## src/rtl/tweet_buffer.sv

```systemverilog
// -----------------------------------------------------------------------------
// tweet_buffer
//
// Serial message recorder/player. Characters arriving on a UART-style line are
// stored in a small RAM (backspace removes the last one). A play pulse
// retransmits the stored message on tx, frames back-to-back. When playback is
// idle, tx optionally echoes rx.
//
// Ports
//   sysclk     in   single clock, all logic on the rising edge
//   reset      in   synchronous, active-high
//   rx         in   serial receive line (idle high, already synchronised)
//   play       in   one-cycle pulse, start playback of the stored message
//   clear      in   one-cycle pulse, discard the stored message / abort playback
//   tx         out  serial transmit line (idle high)
//   busy       out  high while playback is in progress
//   count      out  number of stored characters
//   full       out  count == DEPTH
//   frame_err  out  one-cycle pulse when a received frame has a bad stop bit
//   drop       out  one-cycle pulse when a valid character could not be stored
// -----------------------------------------------------------------------------
module tweet_buffer #(
    parameter int CLKS_PER_BIT = 5208,
    parameter int DEPTH        = 160,
    parameter int DATA_BITS    = 8,
    parameter int ECHO         = 1,
    localparam int ADDR_W      = $clog2(DEPTH + 1)
) (
    input  logic              sysclk,
    input  logic              reset,
    input  logic              rx,
    input  logic              play,
    input  logic              clear,
    output logic              tx,
    output logic              busy,
    output logic [ADDR_W-1:0] count,
    output logic              full,
    output logic              frame_err,
    output logic              drop
);

    localparam int TW     = $clog2(CLKS_PER_BIT);
    localparam int BW     = $clog2(DATA_BITS + 1);
    localparam int MEM_AW = (DEPTH > 1) ? $clog2(DEPTH) : 1;

    localparam logic [TW-1:0] BIT_M1  = TW'(CLKS_PER_BIT - 1);
    localparam logic [TW-1:0] BIT_M2  = TW'(CLKS_PER_BIT - 2);
    localparam logic [TW-1:0] BIT_M3  = TW'(CLKS_PER_BIT - 3);
    localparam logic [TW-1:0] HALF_M1 = TW'(CLKS_PER_BIT / 2 - 1);
    localparam logic [BW-1:0] LAST_BIT = BW'(DATA_BITS - 1);
    localparam logic [DATA_BITS-1:0] BACKSPACE = DATA_BITS'(8'h08);

    // -------------------------------------------------------------------------
    // Receiver
    // -------------------------------------------------------------------------
    typedef enum logic [1:0] {R_IDLE, R_START, R_DATA, R_STOP} rx_state_t;

    rx_state_t              rx_state, rx_state_nxt;
    logic [TW-1:0]          rx_timer, rx_timer_nxt;
    logic [BW-1:0]          rx_bits, rx_bits_nxt;
    logic [DATA_BITS-1:0]   rx_shift, rx_shift_nxt;
    logic                   rx_ok, rx_ok_nxt;     // good stop bit seen last cycle
    logic                   rx_bad, rx_bad_nxt;   // bad stop bit seen last cycle

    // NOTE: every output of a combinational block gets a default first, so no
    // path through the case statement can leave it unassigned and infer a latch.
    always_comb begin
        rx_state_nxt = rx_state;
        rx_timer_nxt = rx_timer + 1'b1;
        rx_bits_nxt  = rx_bits;
        rx_shift_nxt = rx_shift;
        rx_ok_nxt    = 1'b0;
        rx_bad_nxt   = 1'b0;
        case (rx_state)
            R_IDLE: begin
                rx_timer_nxt = '0;
                if (!rx) rx_state_nxt = R_START;
            end
            R_START: begin
                // Re-check the start bit at its centre; a high line is a glitch.
                if (rx_timer == HALF_M1) begin
                    rx_timer_nxt = '0;
                    rx_bits_nxt  = '0;
                    rx_state_nxt = rx ? R_IDLE : R_DATA;
                end
            end
            R_DATA: begin
                if (rx_timer == BIT_M1) begin
                    rx_timer_nxt = '0;
                    rx_shift_nxt = rx_shift >> 1;
                    rx_shift_nxt[DATA_BITS-1] = rx;
                    rx_bits_nxt  = rx_bits + 1'b1;
                    if (rx_bits == LAST_BIT) rx_state_nxt = R_STOP;
                end
            end
            R_STOP: begin
                if (rx_timer == BIT_M1) begin
                    rx_timer_nxt = '0;
                    rx_state_nxt = R_IDLE;
                    rx_ok_nxt    = rx;
                    rx_bad_nxt   = !rx;
                end
            end
            default: begin
                rx_timer_nxt = '0;
                rx_state_nxt = R_IDLE;
            end
        endcase
    end

    // NOTE: sequential state uses non-blocking assignments so every register
    // samples the pre-edge values regardless of statement order.
    always_ff @(posedge sysclk) begin
        if (reset) begin
            rx_state <= R_IDLE;
            rx_timer <= '0;
            rx_bits  <= '0;
            rx_shift <= '0;
            rx_ok    <= 1'b0;
            rx_bad   <= 1'b0;
        end else begin
            rx_state <= rx_state_nxt;
            rx_timer <= rx_timer_nxt;
            rx_bits  <= rx_bits_nxt;
            rx_shift <= rx_shift_nxt;
            rx_ok    <= rx_ok_nxt;
            rx_bad   <= rx_bad_nxt;
        end
    end

    // -------------------------------------------------------------------------
    // Message store
    // -------------------------------------------------------------------------
    logic [DATA_BITS-1:0] mem [DEPTH];
    logic [DATA_BITS-1:0] rd_data;
    logic                 is_bs;
    logic                 wr_en;
    logic [ADDR_W-1:0]    tx_idx;

    assign full  = (count == ADDR_W'(DEPTH));
    assign is_bs = (rx_shift == BACKSPACE);
    assign wr_en = rx_ok && !is_bs && !busy && !full;

    // NOTE: the RAM has no reset; clearing it would prevent block-RAM inference
    // and stale contents beyond count are never read.
    always_ff @(posedge sysclk) begin
        if (wr_en) mem[count[MEM_AW-1:0]] <= rx_shift;
        rd_data <= mem[tx_idx[MEM_AW-1:0]];
    end

    always_ff @(posedge sysclk) begin
        if (reset) begin
            count     <= '0;
            drop      <= 1'b0;
            frame_err <= 1'b0;
        end else begin
            drop      <= 1'b0;
            frame_err <= rx_bad;
            if (rx_ok) begin
                if (is_bs) begin
                    // Backspace is silently ignored while empty or playing.
                    if (!busy && count != '0) count <= count - 1'b1;
                end else if (!busy && !full) begin
                    count <= count + 1'b1;
                end else begin
                    drop <= 1'b1;
                end
            end
            if (clear) count <= '0;
        end
    end

    // -------------------------------------------------------------------------
    // Transmitter
    // -------------------------------------------------------------------------
    typedef enum logic [2:0] {T_IDLE, T_LOAD, T_START, T_DATA, T_STOP, T_NEXT} tx_state_t;

    tx_state_t            tx_state, tx_state_nxt;
    logic [TW-1:0]        tx_timer, tx_timer_nxt;
    logic [BW-1:0]        tx_bits, tx_bits_nxt;
    logic [DATA_BITS-1:0] tx_shift, tx_shift_nxt;
    logic [ADDR_W-1:0]    tx_idx_nxt, tx_snap, tx_snap_nxt;
    logic [ADDR_W-1:0]    idx_inc;
    logic                 last;
    logic                 tx_bit;

    assign idx_inc = tx_idx + 1'b1;
    assign last    = (idx_inc == tx_snap);

    always_comb begin
        tx_state_nxt = tx_state;
        tx_timer_nxt = tx_timer + 1'b1;
        tx_bits_nxt  = tx_bits;
        tx_shift_nxt = tx_shift;
        tx_idx_nxt   = tx_idx;
        tx_snap_nxt  = tx_snap;
        tx_bit       = 1'b1;
        case (tx_state)
            T_IDLE: begin
                tx_timer_nxt = '0;
                if (play && count != '0) begin
                    tx_state_nxt = T_LOAD;
                    tx_idx_nxt   = '0;
                    tx_snap_nxt  = count;
                end
            end
            T_LOAD: begin
                // RAM address is stable this cycle; data is ready in T_START.
                tx_timer_nxt = '0;
                tx_state_nxt = T_START;
            end
            T_START: begin
                tx_bit = 1'b0;
                if (tx_timer == BIT_M1) begin
                    tx_timer_nxt = '0;
                    tx_bits_nxt  = '0;
                    tx_shift_nxt = rd_data;
                    tx_state_nxt = T_DATA;
                end
            end
            T_DATA: begin
                tx_bit = tx_shift[0];
                if (tx_timer == BIT_M1) begin
                    tx_timer_nxt = '0;
                    tx_shift_nxt = tx_shift >> 1;
                    tx_bits_nxt  = tx_bits + 1'b1;
                    if (tx_bits == LAST_BIT) tx_state_nxt = T_STOP;
                end
            end
            T_STOP: begin
                // T_NEXT (and T_LOAD when another character follows) complete
                // the stop period, so the stop bit is shortened accordingly.
                if (tx_timer == (last ? BIT_M2 : BIT_M3)) begin
                    tx_timer_nxt = '0;
                    tx_state_nxt = T_NEXT;
                end
            end
            T_NEXT: begin
                tx_timer_nxt = '0;
                if (last) begin
                    tx_state_nxt = T_IDLE;
                end else begin
                    tx_idx_nxt   = idx_inc;
                    tx_state_nxt = T_LOAD;
                end
            end
            default: begin
                tx_timer_nxt = '0;
                tx_state_nxt = T_IDLE;
            end
        endcase
        if (clear) begin
            tx_state_nxt = T_IDLE;
            tx_timer_nxt = '0;
        end
    end

    always_ff @(posedge sysclk) begin
        if (reset) begin
            tx_state <= T_IDLE;
            tx_timer <= '0;
            tx_bits  <= '0;
            tx_shift <= '0;
            tx_idx   <= '0;
            tx_snap  <= '0;
        end else begin
            tx_state <= tx_state_nxt;
            tx_timer <= tx_timer_nxt;
            tx_bits  <= tx_bits_nxt;
            tx_shift <= tx_shift_nxt;
            tx_idx   <= tx_idx_nxt;
            tx_snap  <= tx_snap_nxt;
        end
    end

    assign busy = (tx_state != T_IDLE);

    always_comb begin
        tx = 1'b1;
        if (reset)         tx = 1'b1;
        else if (busy)     tx = tx_bit;
        else if (ECHO != 0) tx = rx;
    end

endmodule

```

## config.mk

```make
export PLATFORM = sky130hd
export DESIGN_NAME = tweet_buffer
export DESIGN_NICKNAME = d
export VERILOG_FILES = /design/src/rtl/tweet_buffer.sv
export SDC_FILE = /design/constraint.sdc
export NUM_CORES = 1
export LEC_CHECK = 0
export ABC_AREA = 1
export ABC_CLOCK_PERIOD_IN_PS = 4200
export BUFFER_PORTS_ARGS = -buffer_cell sky130_fd_sc_hd__buf_2
export CORE_MARGIN = 10
export CORE_UTILIZATION = 57
export DETAILED_ROUTE_END_ITERATION = 10
export PLACE_DENSITY = 0.76
export SYNTH_ARGS = -nofsm -noshare
export SYNTH_HDL_FRONTEND = slang
export SYNTH_SLANG_ARGS = --single-unit
```

## constraint.sdc

```tcl
create_clock -name sysclk -period 4.2 [get_ports sysclk]
set_clock_uncertainty 0.1 [all_clocks]
set_input_delay 0.63 -clock sysclk [delete_from_list [all_inputs] [get_ports sysclk]]
set_output_delay 0.63 -clock sysclk [all_outputs]
set_load 0.02 [all_outputs]
```

# After elaboration in Yosys (flattened, before gate mapping)

Memory sizes are Yosys's and may differ from the RTL's. A register that Yosys moved wholly into a read port is not among the register bits.
Index checks and enable logic that the tools add are counted.

Register bits: 83
Latch bits: 0
RAM bits: 1280
Memory bits (read-only): 0
Input port bits: 5
Word-level logic and storage cells: 128
Memories kept: 1

Memories:

| name | words | width | read ports | clocked after memory_dff | wr ports | RTL line | text |
|---|---|---|---|---|---|---|---|
| mem  | 160   | 8     | 1          | 1                        | 1        | 134      | `logic [DATA_BITS-1:0] mem [DEPTH];` |

Add/subtract/negate cells: 7
Multiply operators: 0
Divide/modulo/power cells: 0
Magnitude comparators: 0
Equal/unequal tests: 29
Shift-type cells: 0
Multiplexer cells: 42
Bitwise operators: 3
Reduce and logical (&&, ||, !) cells: 31

Operator list:

| kind                                            | number |
|---|---|
| two-way mux 8 bit                               | 7 |
| two-way mux 13 bit                              | 4 |
| case mux 13 bit (3 select lines)                | 1 |
| case mux 8 bit (2 select lines)                 | 2 |
| adder 13 x 1 -> 13 bit, second input constant   | 2 |
| == test 13 bit, second input constant           | 2 |
| case mux 13 bit (2 select lines)                | 1 |
| != test 2 bit, second input constant            | 11 |
| case mux 3 bit (6 select lines)                 | 1 |
| adder 8 x 1 -> 8 bit, second input constant     | 2 |
| two-way mux 4 bit                               | 4 |
| case mux 4 bit (2 select lines)                 | 2 |
| two-way mux 3 bit                               | 5 |
| two-way mux 2 bit                               | 7 |
| == test 13 x 12 -> 1 bit, second input constant | 1 |
| == test 13 bit                                  | 1 |
| AND reduction 3 bit                             | 4 |
| AND reduction 5 bit                             | 2 |
| adder 4 x 1 -> 4 bit, second input constant     | 2 |
| == test 4 x 3 -> 1 bit, second input constant   | 2 |
| == test 8 x 4 -> 1 bit, second input constant   | 1 |
| == test 8 bit                                   | 1 |
| == test 8 bit, second input constant            | 1 |
| case mux 2 bit (4 select lines)                 | 1 |
| other kinds (20)                                | 45 |

# Depth between registers and ports, before layout

Gate-level depths: netlist of the first run.

Depth in word-level cells: 7
Mapped depth: 17
Depth with buffers taken out: 17

# Worst setup path after synthesis of the first run

Ideal clock, no wire load.

Path kind: flip-flop to flip-flop
From: register rx_shift[4]
To: memory mem[27][0] (enable)
Library setup time: 370 ps
Arrival: 4178 ps
Data required time: 3730 ps
Slack: -449 ps
Stages on the path, launching flop included: 12
Path buffers: 1
Cell sequence: dfxtp_1 -> inv_1 -> nand2_1 -> nor3_1 -> nand2_1 -> nand2_1 -> nor3_2 -> inv_1 -> nor2_1 -> nand2_2 -> buf_2 -> nor2_1

Cells in the longest elaborated chain, start to end: 7

RTL lines:

| what                                    | RTL line | text |
|---|---|---|
| start: declaration                      | 61       | `logic [DATA_BITS-1:0] rx_shift, rx_shift_nxt;` |
| start signal: assignment                | 125      | `rx_shift <= rx_shift_nxt;` |
| == test 8 x 4 -> 1 bit                  | 141      | `assign is_bs = (rx_shift == BACKSPACE);` |
| logical NOT 1 bit                       | 142      | `assign wr_en = rx_ok && !is_bs && !busy && !full;` |
| logical AND 1 bit (3 in a row)          | 142      |  |
| two-way mux 1 bit                       | 147      | `if (wr_en) mem[count[MEM_AW-1:0]] <= rx_shift;` |
| two-way mux 1 bit (implied by the code) | 147      |  |
| end: declaration                        | 134      |  |

No other way between the ends.

# Worst setup path after layout of the first run

From: register tx_state[0]
To: output tx

Cells in the longest elaborated chain, start to end: 4
Elaborated cells between the ends (all ways): 6

RTL lines:

| what                            | RTL line | text |
|---|---|---|
| start: declaration              | 178      | `tx_state_t tx_state, tx_state_nxt;` |
| start signal: assignment        | 267      | `tx_state <= tx_state_nxt;` |
| == test 3 x 2 -> 1 bit          | 198      | `case (tx_state)` |
| case mux 1 bit (2 select lines) | 198      |  |
| two-way mux 1 bit *             | 281      | `else if (busy) tx = tx_bit;` |
| two-way mux 1 bit *             | 280      | `if (reset) tx = 1'b1;` |
| end: declaration                | 34       | `output logic tx,` |

Every way passes the cells marked *; elsewhere a longest branch is shown, timed or not.

==> results of run 1 <==
-- through the flow --
| step | util (%) | hold WS, ns | std cells | instance area [sq um] | total power (W) |
|---|---|---|---|---|---|
| after global placement | 58.4 | 0.299 | 5472 | 56400 | 0.0151 |
| after CTS | 62.9 | 0.198 | 5723 | 60700 | 0.0267 |
| after global routing | 62.9 | 0.240 | 5723 | 60700 | 0.0273 |
| after floorplan | - | 0.288 | 4395 | 55200 | 0.0151 |
| after detailed placement | 58.4 | 0.298 | 5472 | 56400 | 0.0151 |
| final | 62.9 | 0.231 | 5725 | 60700 | 0.0266 |
-- worst register-to-register path: cells and delay by family (launching register included) --
| kind | cells | cell delay, ns |
|---|---|---|
| and+or+nand+nor | 5 | 2.10 |
| DFF | 1 | 0.36 |
| buffers and inverters | 3 | 0.39 |
-- state kept, by name (all words and copies together), names as in the netlist, named ones only --
name	cells
frame_err	1
tx_bits	4
drop	1
tx_snap	8
rx_ok	1
tx_state	3
mem	1280
rx_bad	1
rx_shift	8
rx_timer	13
tx_timer	13
count	8
tx_idx	8
rx_state	1
rd_data	8
tx_shift	8
rx_bits	4
-- layer usage --
layer | track usage (%) | vias to the layer above | share of wire [%]
met5 | 0 | - | 0.032
met4 | 11.8 | 8 | 4.5
met3 | 5.74 | 382 | 11
met2 | 39.6 | 2251 | 46
met1 | 34.3 | 17900 | 38
li1 | - | 16200 | -
-- placed cells by master, fill, tap and decap left out, drive strengths merged, types with 2 or more instances in the layout --
cell type,synthesis,routed
nand3,228,228
xnor2,7,7
nand2,200,200
nand3b,2,2
o211ai,82,82
nor3b,3,3
nor2,972,972
a31oi,9,9
bufinv,0,8
a21oi,80,80
xor2,15,15
dfxtp,91,91
nor4,6,6
nor3,22,22
a211oi,6,6
nand4,14,14
o22ai,64,64
o311ai,3,3
o21ai,703,703
clkbuf,162,174
o221ai,200,200
clkinv,3,57
o21a,5,5
diode,0,2
inv,84,91
edfxtp,1280,1280
ha,11,11
buf,138,101
clkinvlp,0,7
-- power groups by stage --
stage | logic (W) | registers, W | clock network (W)
floorplan | 0.0000707 | 0.0150 | 0
global placement | 0.0000870 | 0.0150 | 0
detailed placement | 0.0000909 | 0.0150 | 0
CTS | 0.0000919 | 0.0147 | 0.0119
global route | 0.000106 | 0.0147 | 0.0124
finish | 0.0000936 | 0.0147 | 0.0118
-- worst min path at each step --
stage | startpoint | endpoint | slack (ns) | depth (start not counted)
floorplan | rx_bad$_SDFF_PP0_ | frame_err$_SDFF_PP0_ | 0.29 | 2
global placement | rx_bad$_SDFF_PP0_ | frame_err$_SDFF_PP0_ | 0.30 | 2
detailed placement | rx_bad$_SDFF_PP0_ | frame_err$_SDFF_PP0_ | 0.30 | 2
CTS | reset | frame_err$_SDFF_PP0_ | 0.20 | 2
global route | clear | tx_state[2]$_SDFFE_PP0P_ | 0.24 | 4
finish | clear | tx_state[2]$_SDFFE_PP0P_ | 0.23 | 4
-- cell type report --
type | instances | area [sq um]
diodes | 2 | 5.00
inverters | 87 | 359
clock buffers | 174 | 3700
multi-input cells | 2637 | 13200
well taps | 1276 | 1600
fillers | 7019 | 35700
flip-flops and latches | 1371 | 40300
repair buffers | 102 | 901
clock inverters | 76 | 621
-- repair_timing --
item	in CTS	in global routing
hold buffers	1	0
endpoints found under the hold margin	1	0
gates resized for setup	0	0
-- logic make-up after synthesis --
kind of cell,count (synthesis),share of synthesized area [%]
flip-flops,1371,73.0
AND/OR/NAND/NOR,1450,10.8
AO/OA/AOI/OAI,1153,12.5
buffers and inverters,387,3.10
XOR/XNOR,22,0.349
adder cells (fa/ha/maj),12,0.286
==> qor.log, run 1 <==
qor: setup_path.path_max_fanout 10
qor: grt.via_count_of_the_first_global_routing_pass 34900
qor: grt.antenna_found_initial 3
qor: clock_tree.numCtsBuffers 136
qor: sta.clock.fmax 0.274 GHz
qor: synthesis.synthesized_instance_count 4395
qor: clock_tree.cts_root_buf sky130_fd_sc_hd__clkbuf_16
qor: setup_path.critical_path.startpoint_type flip-flop
qor: synthesis.yosys_warnings 0
qor: min_path.worst_hold_path_type primary input to flip-flop
qor: setup_path.worst_ep_arrival_time 2.92 ns
qor: power.net-switching-power 0.00515 W
qor: synthesis.synthFlopType sky130_fd_sc_hd__edfxtp_1
qor: placed_design.pre_cts_ws 0.996 ns
qor: clock_tree.clk_transition_reported_paths 0.06 ns
qor: setup_path.critPathSlowestCell sky130_fd_sc_hd__clkinv_1
qor: die.coreArea 96400 sq um
qor: sta.grt_setup_unrepaired false
qor: setup_path.required 3.47 ns
qor: drt.postRouteAntennaNets 0
qor: power.pwr-share-seq 55.3%
qor: setup_path.setup.worst_path.end_class output pin
qor: synthesis.ff_latch_count_synth 1371
qor: clock_tree.cts_max_path_buffers 3
qor: synthesis.list_of_most_frequent_post_synthesis_cells sky130_fd_sc_hd__edfxtp_1, sky130_fd_sc_hd__nor2_1, sky130_fd_sc_hd__o21ai_0, sky130_fd_sc_hd__nand3_1, sky130_fd_sc_hd__o221ai_1
qor: setup_path.timing.critical_path.depth 6
qor: placed_design.gp_congestion 0.933
qor: setup_path.crit_path_frequent_cell sky130_fd_sc_hd__nand2_1
qor: synthesis.most_common_cell_in_the_synthesized_netlist sky130_fd_sc_hd__edfxtp_1
qor: sta.slew-limit-headroom 15.2%
qor: sta.finalSetupTns 0 ns
qor: synthesis.post_synth_num_cell_types 51
qor: sta.report.final.hold_viol_count 0
qor: run_status.status complete, no violations
qor: drt.vias 36800
qor: power.worst_ir_drop_vdd 0.410 mV
qor: synthesis.synth.yosys.seq_area_share 73.0%
qor: synthesis.top_cells_by_area_synth sky130_fd_sc_hd__edfxtp_1, sky130_fd_sc_hd__nor2_1, sky130_fd_sc_hd__o21ai_0, sky130_fd_sc_hd__dfxtp_1, sky130_fd_sc_hd__o221ai_1
qor: die.die-area 110000 sq um
qor: grt.global_route.overflow_total 0
qor: layout.nets 4352
qor: synthesis.syn-cell-area 55200 sq um
qor: power.power.static_leakage 17.7 nW
qor: placed_design.portBuffers 17
qor: power.clock_power_share 44.4%
qor: sta.finalMaxSlewViolations 0
qor: setup_path.critical_path.n_buffers_inverters 2
qor: layout.share_of_layout_cells_above_drive_strength_1 7.65%
qor: drt.drtIter0Drc 5043
qor: drt.via_per_inst 6.42
qor: grt.global_route_wire_length_before_repair 213000 um
qor: synthesis.synth-edff-count 1280
qor: synthesis.post_synthesis_cell_type_with_the_largest_combined_area sky130_fd_sc_hd__edfxtp_1
qor: clock_tree.cts.repair_timing.setup_buffer_count 0
qor: setup_path.regToRegEndpoint mem[41][6]$_DFFE_PP_
qor: die.initial_core_util 57.2%
qor: synthesis.async_reset_ff_share 0%
qor: setup_path.worst-r2r-cell-count 8
qor: die.die_y 331 um
qor: die.design.portCount 18
qor: placed_design.post-dp-hpwl 79500 um
qor: sta.fin_ws 0.547 ns
qor: die.die_width 331 um
qor: setup_path.ff2ff_setup_slack 0.90 ns
qor: power.internal-power 0.0215 W
qor: grt.grtUsageTotal 25.5%
qor: drt.wirelength 141000 um
qor: synthesis.syn_avg_cell_area 12.6 sq um
qor: power.pwr-share-comb 0.4%
qor: drt.avgRoutedWirePerCell 24.7 um
qor: sta.fin_crit_sh 87.0%
qor: layout.area_growth 10.0%
qor: grt.grt_start_max_net_pins 187
qor: setup_path.timing.critical_path.cells nand2_1 -> nor2_2 -> clkinv_1 -> o221ai_1 -> nand2_1 -> buf_2
qor: power.power_density_over_cell_area 439 nW/um^2
qor: setup_path.critPathKind flip-flop to output pin
qor: sta.finalSetupViolations 0
qor: sta.final_period_minus_worst_setup_slack 3.65 ns
qor: drt.dr.pass1.iters 6
qor: run.drv.max_cap_violation_count 0
qor: setup_path.path_delay_family buffers and inverters
qor: clock_tree.cts_tree done
qor: clock_tree.cts.sink_count 1371
qor: setup_path.peak_per_stage_delay_on_the_critical_path 0.50 ns
qor: synthesis.synthesis.nets 4412
qor: clock_tree.h-tree-depth 4
qor: setup_path.critical_path.startpoint tx_state[0]$_SDFFE_PP0P_
qor: clock_tree.worst_skew_pair.late_latency 0.75 ns
qor: synthesis.synth_largest_type_area_fraction 69.7%
qor: setup_path.endpoint tx
qor: sta.worst_pin_slew 1.27 ns
qor: power.power_switching_share 19.3%
qor: setup_path.rr_startpoint tx_state[0]$_SDFFE_PP0P_
qor: drt.post-route-drc-count 0
qor: die.rows 114
(Power assumes the default switching activity.)
==> run 2: changes to the inputs <==
Settings changed: ABC_AREA 1 to 0, BUFFER_PORTS_ARGS -buffer_cell sky130_fd_sc_hd__buf_2 to default, CAP_MARGIN from default to 5, DONT_BUFFER_PORTS from default to 1, PLACE_DENSITY 0.76 to 0.75.
==> run 2 against run 1 <==
Wire length decreased by 9.0%. Sequential share of layout area shrank 0.055 points. Final cell count is 24% lower. Critical path type is now flip-flop to flip-flop. Utilization rose by 1.1 points. First-iteration DRC count is 27% lower. Power decreased by 1.1%. Clock power is essentially flat.
==> qor.log, run 2 <==
qor: placed_design.gp_congestion 0.899
qor: grt.grtUsageTotal 24.0%
qor: min_path.hold-path-cell-count 2
qor: die.die-area 108000 sq um
qor: drt.post-route-drc-count 0
qor: drt.wirelength 129000 um
qor: power.totalPowerFinal 0.0263 W
qor: sta.fin_crit_sh 87.2%
qor: placed_design.portBuffers 0
qor: setup_path.worst_ep_arrival_time 3.93 ns
qor: synthesis.synthesis.nets 2859
qor: setup_path.rr_startpoint tx_state[0]$_SDFFE_PP0P_
qor: grt.via_count_of_the_first_global_routing_pass 28600
qor: sta.finalMaxSlewViolations 0
qor: setup_path.path_max_fanout 21
qor: synthesis.async_reset_ff_share 0%
qor: synthesis.syn_avg_cell_area 19.2 sq um
qor: setup_path.ff2ff_setup_slack 0.54 ns
qor: synthesis.synth_largest_type_area_fraction 70.6%
qor: synthesis.top_cells_by_area_synth sky130_fd_sc_hd__edfxtp_1, sky130_fd_sc_hd__mux4_2, sky130_fd_sc_hd__dfxtp_1, sky130_fd_sc_hd__mux2i_1, sky130_fd_sc_hd__nor2_1
qor: sta.finalSetupViolations 0
qor: power.worst_ir_drop_vdd 0.320 mV
qor: power.power.static_leakage 18.6 nW
qor: synthesis.post_synth_num_cell_types 87
qor: synthesis.synthesized_instance_count 2842
qor: drt.dr.pass1.iters 6
qor: layout.area_growth 11.6%
qor: min_path.hold-path-endpoint tx_state[0]$_SDFFE_PP0P_
qor: drt.drtIter0Drc 3665
qor: clock_tree.cts.sink_count 1371
qor: layout.fill_cell_instance_count_of_the_final_layout 6120
qor: setup_path.critical_path.startpoint_type flip-flop
qor: clock_tree.cts_tree done
qor: grt.global_route.overflow_total 0
qor: clock_tree.cts_root_buf sky130_fd_sc_hd__clkbuf_16
qor: setup_path.critical_path.n_buffers_inverters 1
qor: min_path.worst_hold_path_type primary input to flip-flop
qor: die.coreArea 94900 sq um
qor: clock_tree.worst_skew_pair.late_latency 0.74 ns
qor: sta.finalSetupTns 0 ns
qor: drt.vias 28300
qor: die.initial_core_util 57.4%
qor: layout.register_area 40300 sq um
qor: layout.nets 2998
qor: synthesis.yosys_warnings 0
qor: drt.avgRoutedWirePerCell 29.6 um
qor: clock_tree.cts_max_path_buffers 3
qor: layout.largest_reg_flops 1280
qor: synthesis.list_of_most_frequent_post_synthesis_cells sky130_fd_sc_hd__edfxtp_1, sky130_fd_sc_hd__mux4_2, sky130_fd_sc_hd__nor2_1, sky130_fd_sc_hd__mux2i_1, sky130_fd_sc_hd__dfxtp_1
qor: layout.share_of_layout_cells_above_drive_strength_1 23.3%
qor: die.rows 113
qor: sta.worst_pin_slew 1.30 ns
qor: grt.antenna_found_initial 4
qor: clock_tree.numCtsBuffers 135
qor: setup_path.setup.worst_path.end_class flip-flop
qor: synthesis.synth.yosys.seq_area_share 74.0%
qor: setup_path.critPathKind flip-flop to flip-flop
qor: synthesis.ff_latch_count_synth 1371
qor: run_status.status complete, no violations
qor: die.die_y 329 um
qor: clock_tree.h-tree-depth 4
qor: layout.multi_input_comb_area 13100 sq um
qor: sta.slew-limit-headroom 13.5%
qor: synthesis.post_synthesis_cell_type_with_the_largest_combined_area sky130_fd_sc_hd__edfxtp_1
qor: sta.clock.fmax 0.273 GHz
qor: power.power_density_over_cell_area 434 nW/um^2
qor: setup_path.peak_per_stage_delay_on_the_critical_path 0.81 ns
qor: setup_path.required 4.47 ns
qor: setup_path.timing.critical_path.cells buf_4 -> nor3_2 -> nand3_1 -> nor3b_1 -> nand2_1 -> nor2_1
qor: clock_tree.cts_hold_buffers 3
qor: clock_tree.cts.repair_timing.setup_buffer_count 0
qor: grt.grt_start_max_net_pins 163
qor: synthesis.syn-cell-area 54400 sq um
qor: layout.top_library_cells_by_usage_in_the_layout_fill_and_taps_aside sky130_fd_sc_hd__edfxtp_1, sky130_fd_sc_hd__mux4_2, sky130_fd_sc_hd__nor2_1, sky130_fd_sc_hd__buf_4, sky130_fd_sc_hd__clkbuf_16
qor: grt.global_route_wire_length_before_repair 192000 um
qor: clock_tree.clk_transition_reported_paths 0.06 ns
qor: clock_tree.postCtsResizedCells 0
qor: die.die_width 329 um
qor: setup_path.critPathSlowestCell sky130_fd_sc_hd__nor2_1
qor: run.drv.max_cap_violation_count 0
qor: setup_path.regToRegEndpoint mem[55][1]$_DFFE_PP_
qor: sta.report.final.hold_viol_count 0
qor: layout.layout_commonest_cell sky130_fd_sc_hd__edfxtp_1
qor: drt.postRouteAntennaNets 0
qor: placed_design.post-dp-hpwl 77600 um
qor: sta.final_period_minus_worst_setup_slack 3.66 ns
qor: synthesis.synthFlopType sky130_fd_sc_hd__edfxtp_1
qor: synthesis.most_common_cell_in_the_synthesized_netlist sky130_fd_sc_hd__edfxtp_1
qor: setup_path.worst-r2r-cell-count 6
qor: die.design.portCount 18
qor: sta.grt_setup_unrepaired false
qor: synthesis.synth-edff-count 1280
qor: drt.via_per_inst 6.52
qor: setup_path.path_delay_family simple AND/OR/NAND/NOR gates
qor: min_path.min_from clear
## run 2: changes by cell type in the layout (fill, tap and decap cells not counted), sizes merged, moves of 26 or more
cell / before / now
o22ai: 64 / 17
nor2: 972 / 264
a21oi: 80 / 50
nand2: 200 / 72
o21ai: 703 / 64
mux2i: 0 / 136
o211ai: 82 / 5
o221ai: 200 / 8
mux4: 0 / 304
inv: 91 / 41
nor2b: 0 / 26
nand3: 228 / 59
buf: 101 / 161
## run 2: logic make-up after synthesis
family	after synthesis	share of synthesized area (%)
flops	1371	74.0
simple gates	533	4.64
mux	457	15.4
compound gates	241	3.18
buf+inv	193	1.90
xor+xnor	35	0.588
fa+ha+maj	12	0.290
## run 2: cell type report
class / count / share of cell area (%)
Clock inverter: 70 / 0.970
Clock buffer: 169 / 5.96
Sequential cell: 1371 / 66.4
Antenna cell: 1 / 0.00412
Tap cell: 1265 / 2.61
Multi-Input combinational cell: 1278 / 21.6
Inverter: 32 / 0.200
Timing Repair Buffer: 163 / 2.27
## run 2: metrics by stage
| step | utilization, % | hold slack (ns) | setup WS, ns | instance area [sq um] | instances |
|---|---|---|---|---|---|
| 2_1_floorplan | - | 0.314 | 0.204 | 54400 | 2842 |
| 3_3_place_gp | 59.5 | 0.340 | 0.645 | 56500 | 4106 |
| 3_5_place_dp | 59.5 | 0.342 | 0.584 | 56500 | 4106 |
| 4_1_cts | 64.0 | 0.00185 | 0.569 | 60700 | 4348 |
| 5_1_grt | 64.0 | 0.0232 | 0.294 | 60700 | 4348 |
| 6_report | 64.0 | 0.0423 | 0.539 | 60700 | 4349 |
## run 2: worst max-delay path by stage
stage | slack [ns] | start | cells past startpoint | endpoint
after floorplan | 0.20 | rx_shift[3]$_SDFFE_PP0P_ | 11 | count[7]$_SDFFE_PP0P_
after global placement | 0.64 | tx_idx[0]$_SDFFE_PP0P_ | 6 | rd_data[3]$_DFF_P_
after detailed placement | 0.58 | tx_idx[0]$_SDFFE_PP0P_ | 7 | rd_data[3]$_DFF_P_
after CTS | 0.57 | tx_idx[0]$_SDFFE_PP0P_ | 7 | rd_data[3]$_DFF_P_
after global routing | 0.29 | tx_state[0]$_SDFFE_PP0P_ | 6 | mem[48][2]$_DFFE_PP_
final | 0.54 | tx_state[0]$_SDFFE_PP0P_ | 6 | mem[55][1]$_DFFE_PP_
## run 2: report_power, final
group / internal (W) / leakage (nW) / switching [W]
Combinational: 0.0000112 / 4.29 / 0.0000196
Sequential: 0.0147 / 12.2 / 0.00000364
Clock: 0.00661 / 2.06 / 0.00500
## run 2: per-layer routing
metal | up-vias | routed length (um) | global-route usage, %
met1 | 14700 | 48400 | 33.1
li1 | 11800 | - | -
met4 | 2 | 4740 | 8.55
met3 | 279 | 14300 | 6.39
met5 | - | 13 | 0
met2 | 1610 | 61300 | 37.2
